$ cat config.mk
export PLATFORM = sky130hd
export DESIGN_NAME = axi4_lite_modport_regs_flat
export DESIGN_NICKNAME = d
export VERILOG_FILES = /design/src/rtl/axi4_lite_modport_regs_pkg.sv /design/src/rtl/axi4_lite_if.sv /design/src/rtl/axi4_lite_modport_regs_wr_join.sv /design/src/rtl/axi4_lite_modport_regs.sv /design/src/flat_wrapper.sv
export SDC_FILE = /design/constraint.sdc
export NUM_CORES = 1
export LEC_CHECK = 0
export ABC_CLOCK_PERIOD_IN_PS = 14700
export CAP_MARGIN = 0
export CORE_ASPECT_RATIO = 1.25
export CORE_MARGIN = 2
export CORE_UTILIZATION = 36
export CTS_BUF_LIST = sky130_fd_sc_hd__clkbuf_8 sky130_fd_sc_hd__clkbuf_16
export DETAILED_ROUTE_END_ITERATION = 10
export SLEW_MARGIN = 10
export SYNTH_ARGS = -nofsm -noshare
export SYNTH_HDL_FRONTEND = slang
export SYNTH_SLANG_ARGS = --single-unit
$ cat constraint.sdc
create_clock -name i_clk -period 14.7 [get_ports i_clk]
set_clock_uncertainty 0.15 [all_clocks]
set_input_delay 2.205 -clock i_clk [delete_from_list [all_inputs] [get_ports i_clk]]
set_output_delay 2.205 -clock i_clk [all_outputs]
set_load 0.01 [all_outputs]
$ cat src/rtl/axi4_lite_modport_regs_pkg.sv
// axi4_lite_modport_regs_pkg: response codes, lane constant and address-decode helpers.
// Macro AXI4_LITE_MODPORT_REGS_SLVERR_EN: when defined, out-of-range accesses answer SLVERR.
package axi4_lite_modport_regs_pkg;

    typedef enum logic [1:0] {
        OKAY   = 2'b00,
        EXOKAY = 2'b01,
        SLVERR = 2'b10,
        DECERR = 2'b11
    } resp_t;

    // Byte-lane LSB for a 32-bit bus; a 64-bit bus adds one.
    localparam int ADDR_LSB = 2;

`ifdef AXI4_LITE_MODPORT_REGS_SLVERR_EN
    localparam bit SLVERR_EN = 1'b1;
`else
    localparam bit SLVERR_EN = 1'b0;
`endif

    function automatic int unsigned reg_index(input logic [63:0] addr, input int lsb, input int num_regs);
        return 32'((addr >> lsb) & (64'(num_regs) - 64'd1));
    endfunction

    // In range when every bit above the index field is zero.
    function automatic bit in_range(input logic [63:0] addr, input int top_lsb);
        return (addr >> top_lsb) == 64'd0;
    endfunction

    function automatic resp_t access_resp(input bit ok);
        return (ok || !SLVERR_EN) ? OKAY : SLVERR;
    endfunction

endpackage

$ cat src/rtl/axi4_lite_if.sv
// axi4_lite_if: AXI4-Lite signal bundle with master and slave modports.
interface axi4_lite_if #(
    parameter int ADDR_BIT_WIDTH = 32,
    parameter int DATA_BIT_WIDTH = 32
);
    logic [ADDR_BIT_WIDTH-1:0]   awaddr;
    logic [2:0]                  awprot;
    logic                        awvalid;
    logic                        awready;
    logic [DATA_BIT_WIDTH-1:0]   wdata;
    logic [DATA_BIT_WIDTH/8-1:0] wstrb;
    logic                        wvalid;
    logic                        wready;
    logic [1:0]                  bresp;
    logic                        bvalid;
    logic                        bready;
    logic [ADDR_BIT_WIDTH-1:0]   araddr;
    logic [2:0]                  arprot;
    logic                        arvalid;
    logic                        arready;
    logic [DATA_BIT_WIDTH-1:0]   rdata;
    logic [1:0]                  rresp;
    logic                        rvalid;
    logic                        rready;

    modport slv_port (
        input  awaddr, awprot, awvalid, output awready,
        input  wdata, wstrb, wvalid,    output wready,
        output bresp, bvalid,           input  bready,
        input  araddr, arprot, arvalid, output arready,
        output rdata, rresp, rvalid,    input  rready
    );

    modport mst_port (
        output awaddr, awprot, awvalid, input  awready,
        output wdata, wstrb, wvalid,    input  wready,
        input  bresp, bvalid,           output bready,
        output araddr, arprot, arvalid, input  arready,
        input  rdata, rresp, rvalid,    output rready
    );
endinterface

$ cat src/rtl/axi4_lite_modport_regs_wr_join.sv
// axi4_lite_modport_regs_wr_join: buffers AW and W independently, pairs them into a commit, owns the B channel.
// Ports: i_aw*/o_awready, i_w*/o_wready, o_bvalid/o_bresp/i_bready bus side;
//        o_commit (in-range register write strobe), o_idx, o_data, o_strb toward the register array.
module axi4_lite_modport_regs_wr_join
    import axi4_lite_modport_regs_pkg::*;
#(
    parameter int ADDR_BIT_WIDTH = 32,
    parameter int DATA_BIT_WIDTH = 32,
    parameter int NUM_REGS       = 4,
    parameter int LSB            = ADDR_LSB
) (
    input  logic                         i_clk,
    input  logic                         i_rst,
    input  logic [ADDR_BIT_WIDTH-1:0]    i_awaddr,
    input  logic                         i_awvalid,
    output logic                         o_awready,
    input  logic [DATA_BIT_WIDTH-1:0]    i_wdata,
    input  logic [DATA_BIT_WIDTH/8-1:0]  i_wstrb,
    input  logic                         i_wvalid,
    output logic                         o_wready,
    output logic                         o_bvalid,
    output logic [1:0]                   o_bresp,
    input  logic                         i_bready,
    output logic                         o_commit,
    output logic [$clog2(NUM_REGS)-1:0]  o_idx,
    output logic [DATA_BIT_WIDTH-1:0]    o_data,
    output logic [DATA_BIT_WIDTH/8-1:0]  o_strb
);
    localparam int IDX_W = $clog2(NUM_REGS);

    logic                        r_aw_full;
    logic                        r_w_full;
    logic [ADDR_BIT_WIDTH-1:0]   r_awaddr;
    logic [DATA_BIT_WIDTH-1:0]   r_wdata;
    logic [DATA_BIT_WIDTH/8-1:0] r_wstrb;
    logic                        w_aw_hs;
    logic                        w_w_hs;
    logic                        w_commit;
    logic                        w_in_range;
    logic                        w_aw_full_n;
    logic                        w_w_full_n;
    logic                        w_bvalid_n;
    logic [ADDR_BIT_WIDTH-1:0]   w_awaddr;

    // A handshake in this cycle counts as a full buffer, so a same-edge AW+W commits immediately.
    always_comb begin
        w_aw_hs     = i_awvalid & o_awready;
        w_w_hs      = i_wvalid & o_wready;
        w_awaddr    = r_aw_full ? r_awaddr : i_awaddr;
        o_data      = r_w_full ? r_wdata : i_wdata;
        o_strb      = r_w_full ? r_wstrb : i_wstrb;
        w_in_range  = in_range(64'(w_awaddr), LSB + IDX_W);
        o_idx       = IDX_W'(reg_index(64'(w_awaddr), LSB, NUM_REGS));
        w_commit    = (r_aw_full | w_aw_hs) & (r_w_full | w_w_hs) & ~o_bvalid;
        o_commit    = w_commit & w_in_range;
        w_aw_full_n = ~w_commit & (r_aw_full | w_aw_hs);
        w_w_full_n  = ~w_commit & (r_w_full | w_w_hs);
        w_bvalid_n  = w_commit | (o_bvalid & ~i_bready);
    end

    always_ff @(posedge i_clk or posedge i_rst) begin
        if (i_rst) begin
            r_aw_full <= 1'b0;
            r_w_full  <= 1'b0;
            r_awaddr  <= '0;
            r_wdata   <= '0;
            r_wstrb   <= '0;
            o_awready <= 1'b0;
            o_wready  <= 1'b0;
            o_bvalid  <= 1'b0;
            o_bresp   <= OKAY;
        end else begin
            r_aw_full <= w_aw_full_n;
            r_w_full  <= w_w_full_n;
            if (w_aw_hs) r_awaddr <= i_awaddr;
            if (w_w_hs) begin
                r_wdata <= i_wdata;
                r_wstrb <= i_wstrb;
            end
            o_awready <= ~w_aw_full_n & ~w_bvalid_n;
            o_wready  <= ~w_w_full_n & ~w_bvalid_n;
            o_bvalid  <= w_bvalid_n;
            if (w_commit) o_bresp <= access_resp(w_in_range);
        end
    end
endmodule

$ cat src/rtl/axi4_lite_modport_regs.sv
// axi4_lite_modport_regs: AXI4-Lite slave register file of NUM_REGS data-width registers.
// Ports: i_clk, i_rst (async, active-high), if_s_axi (axi4_lite_if.slv_port),
//        o_regs (register k at [k*DATA_BIT_WIDTH +: DATA_BIT_WIDTH]).
// Macro AXI4_LITE_MODPORT_REGS_SLVERR_EN: out-of-range accesses answer SLVERR instead of OKAY.
module axi4_lite_modport_regs
    import axi4_lite_modport_regs_pkg::*;
#(
    parameter int ADDR_BIT_WIDTH = 32,
    parameter int DATA_BIT_WIDTH = 32,
    parameter int NUM_REGS       = 4
) (
    input  logic                               i_clk,
    input  logic                               i_rst,
    axi4_lite_if.slv_port                      if_s_axi,
    output logic [NUM_REGS*DATA_BIT_WIDTH-1:0] o_regs
);
    localparam int LSB    = (DATA_BIT_WIDTH == 64) ? ADDR_LSB + 1 : ADDR_LSB;
    localparam int IDX_W  = $clog2(NUM_REGS);
    localparam int STRB_W = DATA_BIT_WIDTH / 8;

    logic [DATA_BIT_WIDTH-1:0] r_regs [NUM_REGS];
    logic                      w_commit;
    logic [IDX_W-1:0]          w_widx;
    logic [DATA_BIT_WIDTH-1:0] w_wdata;
    logic [STRB_W-1:0]         w_wstrb;
    logic                      w_ar_hs;
    logic                      w_ar_in_range;
    logic                      w_rvalid_n;
    logic [IDX_W-1:0]          w_ridx;
    logic                      w_unused;

    // Protection bits carry no meaning for this block.
    assign w_unused = ^{if_s_axi.awprot, if_s_axi.arprot};

    axi4_lite_modport_regs_wr_join #(
        .ADDR_BIT_WIDTH (ADDR_BIT_WIDTH),
        .DATA_BIT_WIDTH (DATA_BIT_WIDTH),
        .NUM_REGS       (NUM_REGS),
        .LSB            (LSB)
    ) u_wr_join (
        .i_clk     (i_clk),
        .i_rst     (i_rst),
        .i_awaddr  (if_s_axi.awaddr),
        .i_awvalid (if_s_axi.awvalid),
        .o_awready (if_s_axi.awready),
        .i_wdata   (if_s_axi.wdata),
        .i_wstrb   (if_s_axi.wstrb),
        .i_wvalid  (if_s_axi.wvalid),
        .o_wready  (if_s_axi.wready),
        .o_bvalid  (if_s_axi.bvalid),
        .o_bresp   (if_s_axi.bresp),
        .i_bready  (if_s_axi.bready),
        .o_commit  (w_commit),
        .o_idx     (w_widx),
        .o_data    (w_wdata),
        .o_strb    (w_wstrb)
    );

    always_comb begin
        w_ar_hs       = if_s_axi.arvalid & if_s_axi.arready;
        w_ridx        = IDX_W'(reg_index(64'(if_s_axi.araddr), LSB, NUM_REGS));
        w_ar_in_range = in_range(64'(if_s_axi.araddr), LSB + IDX_W);
        w_rvalid_n    = w_ar_hs | (if_s_axi.rvalid & ~if_s_axi.rready);
    end

    // Read data samples r_regs before this edge's write lands, so a colliding read sees the old value.
    always_ff @(posedge i_clk or posedge i_rst) begin
        if (i_rst) begin
            r_regs           <= '{default: '0};
            if_s_axi.arready <= 1'b0;
            if_s_axi.rvalid  <= 1'b0;
            if_s_axi.rdata   <= '0;
            if_s_axi.rresp   <= OKAY;
        end else begin
            if (w_commit) begin
                for (int i = 0; i < STRB_W; i++) begin
                    if (w_wstrb[i]) r_regs[w_widx][i*8 +: 8] <= w_wdata[i*8 +: 8];
                end
            end
            if_s_axi.arready <= ~w_rvalid_n;
            if_s_axi.rvalid  <= w_rvalid_n;
            if (w_ar_hs) begin
                if_s_axi.rdata <= w_ar_in_range ? r_regs[w_ridx] : '0;
                if_s_axi.rresp <= access_resp(w_ar_in_range);
            end
        end
    end

    for (genvar k = 0; k < NUM_REGS; k++) begin : g_flat
        assign o_regs[k*DATA_BIT_WIDTH +: DATA_BIT_WIDTH] = r_regs[k];
    end
endmodule

$ cat src/flat_wrapper.sv
// flat-port wrapper written by rule: the top's interface ports become plain ports
module axi4_lite_modport_regs_flat import axi4_lite_modport_regs_pkg::*;
#(
    parameter int ADDR_BIT_WIDTH = 32,
    parameter int DATA_BIT_WIDTH = 32,
    parameter int NUM_REGS       = 4
)
  (i_clk, i_rst, o_regs, if_s_axi_awaddr, if_s_axi_awprot, if_s_axi_awvalid, if_s_axi_awready, if_s_axi_wdata, if_s_axi_wstrb, if_s_axi_wvalid, if_s_axi_wready, if_s_axi_bresp, if_s_axi_bvalid, if_s_axi_bready, if_s_axi_araddr, if_s_axi_arprot, if_s_axi_arvalid, if_s_axi_arready, if_s_axi_rdata, if_s_axi_rresp, if_s_axi_rvalid, if_s_axi_rready);
  axi4_lite_if #(.ADDR_BIT_WIDTH(ADDR_BIT_WIDTH), .DATA_BIT_WIDTH(DATA_BIT_WIDTH)) if_s_axi_i ();
  input  logic i_clk;
  input  logic i_rst;
  output logic [NUM_REGS*DATA_BIT_WIDTH-1:0] o_regs;
  input wire logic [$bits(if_s_axi_i.awaddr)-1:0] if_s_axi_awaddr;
  input wire logic [$bits(if_s_axi_i.awprot)-1:0] if_s_axi_awprot;
  input wire logic [$bits(if_s_axi_i.awvalid)-1:0] if_s_axi_awvalid;
  output wire logic [$bits(if_s_axi_i.awready)-1:0] if_s_axi_awready;
  input wire logic [$bits(if_s_axi_i.wdata)-1:0] if_s_axi_wdata;
  input wire logic [$bits(if_s_axi_i.wstrb)-1:0] if_s_axi_wstrb;
  input wire logic [$bits(if_s_axi_i.wvalid)-1:0] if_s_axi_wvalid;
  output wire logic [$bits(if_s_axi_i.wready)-1:0] if_s_axi_wready;
  output wire logic [$bits(if_s_axi_i.bresp)-1:0] if_s_axi_bresp;
  output wire logic [$bits(if_s_axi_i.bvalid)-1:0] if_s_axi_bvalid;
  input wire logic [$bits(if_s_axi_i.bready)-1:0] if_s_axi_bready;
  input wire logic [$bits(if_s_axi_i.araddr)-1:0] if_s_axi_araddr;
  input wire logic [$bits(if_s_axi_i.arprot)-1:0] if_s_axi_arprot;
  input wire logic [$bits(if_s_axi_i.arvalid)-1:0] if_s_axi_arvalid;
  output wire logic [$bits(if_s_axi_i.arready)-1:0] if_s_axi_arready;
  output wire logic [$bits(if_s_axi_i.rdata)-1:0] if_s_axi_rdata;
  output wire logic [$bits(if_s_axi_i.rresp)-1:0] if_s_axi_rresp;
  output wire logic [$bits(if_s_axi_i.rvalid)-1:0] if_s_axi_rvalid;
  input wire logic [$bits(if_s_axi_i.rready)-1:0] if_s_axi_rready;
  assign if_s_axi_i.awaddr = if_s_axi_awaddr;
  assign if_s_axi_i.awprot = if_s_axi_awprot;
  assign if_s_axi_i.awvalid = if_s_axi_awvalid;
  assign if_s_axi_awready = if_s_axi_i.awready;
  assign if_s_axi_i.wdata = if_s_axi_wdata;
  assign if_s_axi_i.wstrb = if_s_axi_wstrb;
  assign if_s_axi_i.wvalid = if_s_axi_wvalid;
  assign if_s_axi_wready = if_s_axi_i.wready;
  assign if_s_axi_bresp = if_s_axi_i.bresp;
  assign if_s_axi_bvalid = if_s_axi_i.bvalid;
  assign if_s_axi_i.bready = if_s_axi_bready;
  assign if_s_axi_i.araddr = if_s_axi_araddr;
  assign if_s_axi_i.arprot = if_s_axi_arprot;
  assign if_s_axi_i.arvalid = if_s_axi_arvalid;
  assign if_s_axi_arready = if_s_axi_i.arready;
  assign if_s_axi_rdata = if_s_axi_i.rdata;
  assign if_s_axi_rresp = if_s_axi_i.rresp;
  assign if_s_axi_rvalid = if_s_axi_i.rvalid;
  assign if_s_axi_i.rready = if_s_axi_rready;
  axi4_lite_modport_regs #(.ADDR_BIT_WIDTH(ADDR_BIT_WIDTH), .DATA_BIT_WIDTH(DATA_BIT_WIDTH), .NUM_REGS(NUM_REGS)) u_core (.i_clk(i_clk), .i_rst(i_rst), .if_s_axi(if_s_axi_i), .o_regs(o_regs));
endmodule
* Yosys cells after proc, flatten, opt, wreduce, memory -nomap -nowiden
Index checks and enable logic that the tools add are counted.
Storage, ports and cells: flip-flop bits (word level) 235, latch bits 0, memory bits (writable) 0, memory bits (read-only) 0, output and inout port bits 169, word-level logic and storage cells 73, memories 0
Operators by class: add/subtract/negate cells 0, multipliers 0, divide/modulo/power cells 0, magnitude comparators 3, equal/unequal tests 0, shifts and indexed selects 0, mux-type cells 26, bitwise logic cells 26, reduce and logical (&&, ||, !) cells 3
Operators by type and width (number):
- 2-to-1 mux 128 bit | 7
- bitwise mux 128 bit | 4
- demux 32 bit (select 2 bit) | 4
- 2-to-1 mux 32 bit | 6
- logical NOT 64 bit | 2
- binary-select mux 32 bit (select 2 bit) | 1
- 2-to-1 mux 24 bit | 1
- 2-to-1 mux 16 bit | 1
- bitwise AND 1 bit | 12
- 2-to-1 mux 8 bit | 1
- NOT 1 bit | 8
- >= comparator 3 bit, second input constant | 2
- NOT 2 -> 3 bit | 2
- 2-to-1 mux 4 bit | 1
- OR 1 bit | 4
- < comparator 3 x 1 -> 1 bit, second input constant | 1
- logical AND 1 bit | 1

* Depth between registers and ports, before layout
word-level depth 17, gate-level depth with buffers 7, gate-level depth less buffers 5

* Cells and area by module
Synthesis repeated with hierarchy kept, for this count alone.
Unflattened totals: cell total of the unflattened synthesis 716, area, all modules 10573.9 µm²
Modules (own cells, without submodules):
- axi4_lite_modport_regs | times used 1, cells an instance 487, area each 7319.5 µm², seq. area each 4053.9 µm²
- axi4_lite_modport_regs_wr_join | times used 1, cells an instance 229, area each 3254.4 µm², seq. area each 1776.7 µm²

* Worst setup path after synthesis
OpenSTA, ideal clock, no wires.
path type input to register, start input port if_s_axi_awaddr[12], end register u_core.r_regs, in the netlist u_core.o_regs[120], library setup time 0.125 ns, arrival time 4.124 ns, required time 14.425 ns, setup slack 10.301 ns, stages on the path 5, cells stage by stage or4_1 > or3_4 > a221oi_4 > o211ai_2 > mux2_2
On the way: cells in the longest elaborated chain, start to end 3
RTL lines:
- start: declaration | RTL line flat_wrapper.sv:13 | input wire logic [$bits(if_s_axi_i.awaddr)-1:0] if_s_axi_awaddr;
- 2-to-1 mux 32 bit | RTL line axi4_lite_modport_regs_wr_join.sv:49 | w_awaddr = r_aw_full ? r_awaddr : i_awaddr;
- logical NOT 64 bit | RTL line axi4_lite_modport_regs_pkg.sv:27 | return (addr >> top_lsb) == 64'd0;
- bitwise AND 1 bit | RTL line axi4_lite_modport_regs_wr_join.sv:55 | o_commit = w_commit & w_in_range;
- end signal: indexed assignment | RTL line axi4_lite_modport_regs.sv:77 | if (w_wstrb[i]) r_regs[w_widx][i*8 +: 8] <= w_wdata[i*8 +: 8];
- end: declaration | RTL line axi4_lite_modport_regs.sv:21 | logic [DATA_BIT_WIDTH-1:0] r_regs [NUM_REGS];
No other way between the ends. A chain may end at the register's enable or synchronous reset.

* Worst setup path after layout
start input port if_s_axi_arvalid, end register u_core.if_s_axi.rdata[3]
On the way: cells in the longest elaborated chain, start to end 1
RTL lines:
- start: declaration | RTL line flat_wrapper.sv:26 | input wire logic [$bits(if_s_axi_i.arvalid)-1:0] if_s_axi_arvalid;
- bitwise AND 1 bit | RTL line axi4_lite_modport_regs.sv:60 | w_ar_hs = if_s_axi.arvalid & if_s_axi.arready;
- end signal: assignment | RTL line axi4_lite_modport_regs.sv:83 | if_s_axi.rdata <= w_ar_in_range ? r_regs[w_ridx] : '0;
- end: declaration | RTL line axi4_lite_if.sv:31 | output rdata, rresp, rvalid, input rready
No other way between the ends.

==> impl_metrics.csv <==
group,metric,value,unit
status,status,"completed",
synth,yosysSeqAreaShare,55.69,%
setup_path,endpoint_kind,"register",
clocking,numCtsBuffers,26,
global_routing,gr-total-overflow,0,
placement,gp_congestion,0.7317,
sta,min_period_over_period,31.70,%
synth,avgSynthCellArea,14.83,µm²
clocking,clkLatencyLatePin,530,ps
sta,hold_viol,0,
floorplanning,ios,282,
sta,finalSetupViolCount,0,
final_layout,fill_cells,2506,
power,vdd_drop_max,0.07760,mV
routing,ant_nets,0,
setup_path,path_cells,"clkdlybuf4s50_1 > nand2_2 > or4_2 > o21ai_0",
floorplanning,die_h,194.7,µm
synth,ys_warn_count,0,
setup_path,cpPeakStageDelay,1350,ps
setup_path,worst-setup-path-type,"in -> reg",
sta,clock.fmax,214.6,MHz
routing,wl_per_cell,21.46,µm
clocking,postCtsSetupBuffers,0,
global_routing,first_global_vias,7344,
sta,rsz0062_at_grt,"false",
setup_path,worstPathMaxFanout,34,
setup_path,crit_slowest_cell,"or4_2",
floorplanning,die-area,0.03047,mm²
power,power.switching,0.4858,mW
setup_path,worst-r2r-cell-count,5,
clocking,clkSinkCount,233,
clocking,cts_root_buffer,"clkbuf_16",
synth,synthTopCellsByArea,"dfrtp_1 (56%), mux2_2 (24%), mux4_2 (6.9%), o211ai_4 (2.2%), o21ai_0 (1.6%)",
synth,syn_area,0.01047,mm²
setup_path,arrival,4940,ps
clocking,htree_levels,1,
setup_path,cp.required,14980,ps
synth,yosys.area.top_type_share,55.69,%
power,combPwrFrac,18.9,%
sta,tightest_slew,1118,ps
sta,min_period,4659,ps
final_layout,antennaDiodeCount,0,
clocking,path_clk_slew,60,ps
global_routing,grt_pass1_wl,44630,µm
power,cellPowerDensity,123.6,mW/mm²
routing,vias_per_cell,5.093,
routing,drt-initial-drc-count,203,
sta,setup-tns-final,0,ps
final_layout,num-nets-final,1094,
routing,drc,0,
synth,synthCells,706,
floorplanning,rows,69,
floorplanning,fp.dieW,156.5,µm
global_routing,grt_max_degree,100,
power,internal_power,1.288,mW
floorplanning,core,0.02849,mm²
setup_path,crit_family,"simple AND/OR/NAND/NOR gates",
clocking,cts_tree,"yes",
global_routing,grt_antenna_before_repair,2,
global_routing,grt_use_total,19.06,%
floorplanning,start_util,36.75,%
synth,ys_ff_latch,233,
routing,drt_wl_total,29020,µm
final_layout,fin_util,50.36,%
sta,drv_slew,0,
synth,synth_edf_count,0,
clocking,holdBufCountCts,0,
hold_path,whs_path_depth,2,
hold_path,hold_path_class,"reg -> reg",
synth,ys_async_sr_fraction,100.0,%
setup_path,cp.depth,4,
synth,ys_types,32,
sta,slew_headroom,25.45,%
synth,yosysTopAreaCell,"dfrtp_1",
placement,portBuffers,267,
job,cap_violations,0,
power,clockPowerShare,35.0,%
routing,drt-pass1-iter-count,4,
power,seqPwrFrac,46.1,%
clocking,clockBufferDepth,3,
final_layout,drive_above_1_share,33.60,%
power,p_leak,6.231,nW
setup_path,start_kind,"primary input",
final_layout,syn_to_final_growth,37.02,%
clocking,ctsResizeCount,0,
placement,dp_hpwl,19300,µm
power,p_sw_share,27.40,%
routing,num_vias,6886,
synth,synth_flop_cell,"dfrtp_1",
setup_path,crit_buf_inv,1,
## cell usage in the layout, fill, tap and decap left out, types with 4 or more instances in the layout
cell type	netlist	routed
a221oi_4	4	4
buf_4	4	8
clkbuf_16	0	27
clkbuf_8	0	6
clkdlybuf4s50_1	0	265
conb_1	1	4
dfrtp_1	233	232
inv_1	38	42
mux2_1	4	4
mux2_2	225	225
mux4_2	32	32
nand2_1	40	38
nand3_1	5	5
nor2_1	4	4
nor4_1	16	16
o211ai_2	5	5
o211ai_4	11	11
o21ai_0	34	34
## logic make-up after synthesis
group | synth area share (%)
and+or+nand+nor | 4.015
AOI/OAI and AO/OA | 6.047
other | 0.03582
buffers and inverters | 2.701
DFF | 55.69
muxes | 31.51
## path summary, 6_finish.rpt
check,from,to,slack [ps]
setup / recovery,if_s_axi_arvalid,u_core.if_s_axi.rdata[3],10040
max in group asynchronous,i_rst,u_core.if_s_axi.rdata[28],10890
min in group asynchronous,i_rst,u_core.o_regs[9],2020
hold reg to reg,u_core.if_s_axi.rdata[26],u_core.if_s_axi.rdata[26],330
hold / removal,u_core.if_s_axi.rdata[26],u_core.if_s_axi.rdata[26],330
setup reg to reg,u_core.u_wr_join.r_aw_full,u_core.o_regs[120],11590
## per-stage QoR
step	instances	total power, mW	cell area [µm²]	setup slack (ps)	hold WS [ps]
floorplan	709	1.051	10480	5955	323.7
global placement	1308	1.161	13530	9485	310.9
detailed placement	1308	1.171	13530	9463	318.8
CTS	1352	1.799	14350	9945	332.4
global route	1352	1.864	14350	9848	356.5
finish	1352	1.773	14350	10040	328.1
## sequential cells by signal, indices dropped and copies added (netlist names)
name / flops
u_core.if_s_axi.rvalid: 1
u_core.u_wr_join.r_awaddr: 30
u_core.u_wr_join.r_w_full: 1
u_core.u_wr_join.o_wready: 1
u_core.u_wr_join.r_aw_full: 1
u_core.u_wr_join.o_bvalid: 1
u_core.u_wr_join.r_wstrb: 4
u_core.if_s_axi.rdata: 32
u_core.o_regs: 128
u_core.u_wr_join.o_awready: 1
u_core.if_s_axi.arready: 1
u_core.u_wr_join.r_wdata: 32
## cell type report
| cell class | instances | area [µm²] | share of cell area, % |
|---|---|---|---|
| Timing Repair Buffer | 275 | 2723 | 18.98 |
| Multi-Input combinational cell | 407 | 4382 | 30.54 |
| Inverter | 38 | 150.1 | 1.047 |
| Tap cell | 355 | 444.2 | 3.096 |
| Clock buffer | 33 | 758.2 | 5.285 |
| Clock inverter | 11 | 57.56 | 0.4012 |
| Sequential cell | 233 | 5832 | 40.65 |
## worst min-delay path, cell delays in order, from the launching register on
cell	delay [ps]
dfrtp_1	340
nand2_1	40
o21ai_0	60
## synthesized netlist by cell type, types with 2 or more instances
master and number:
a21oi_1 2, a221oi_4 4, buf_1 7, buf_4 4, clkbuf_1 18, dfrtp_1 233
inv_1 38, mux2_1 4, mux2_2 225, mux4_2 32, nand2_1 40, nand2b_1 2
nand3_1 5, nand4_1 3, nor2_1 4, nor4_1 16, nor4_4 2, o211ai_2 5
o211ai_4 11, o21ai_0 34, o22ai_1 3, o32ai_1 2, or4_1 3
## power by group through the flow
stage	sequential [mW]	combinational (mW)	clock (mW)
2_1_floorplan	0.791	0.259	0
3_3_place_gp	0.826	0.336	0
3_5_place_dp	0.830	0.341	0
4_1_cts	0.819	0.342	0.638
5_1_grt	0.832	0.367	0.665
6_report	0.818	0.335	0.621
## metal layers
layer  share of wire [%]  vias up  wire length (µm)  track usage [%]
met3                 5.6       38              1615            3.790
met2                  53      183             15250            34.82
met5               0.034        -                10                0
met1                  40     3523             11580            22.92
met4                 1.9        2               562            4.451
li1                    -     3140                 -                -
Note: power is estimated with default switching activity, not from simulation.
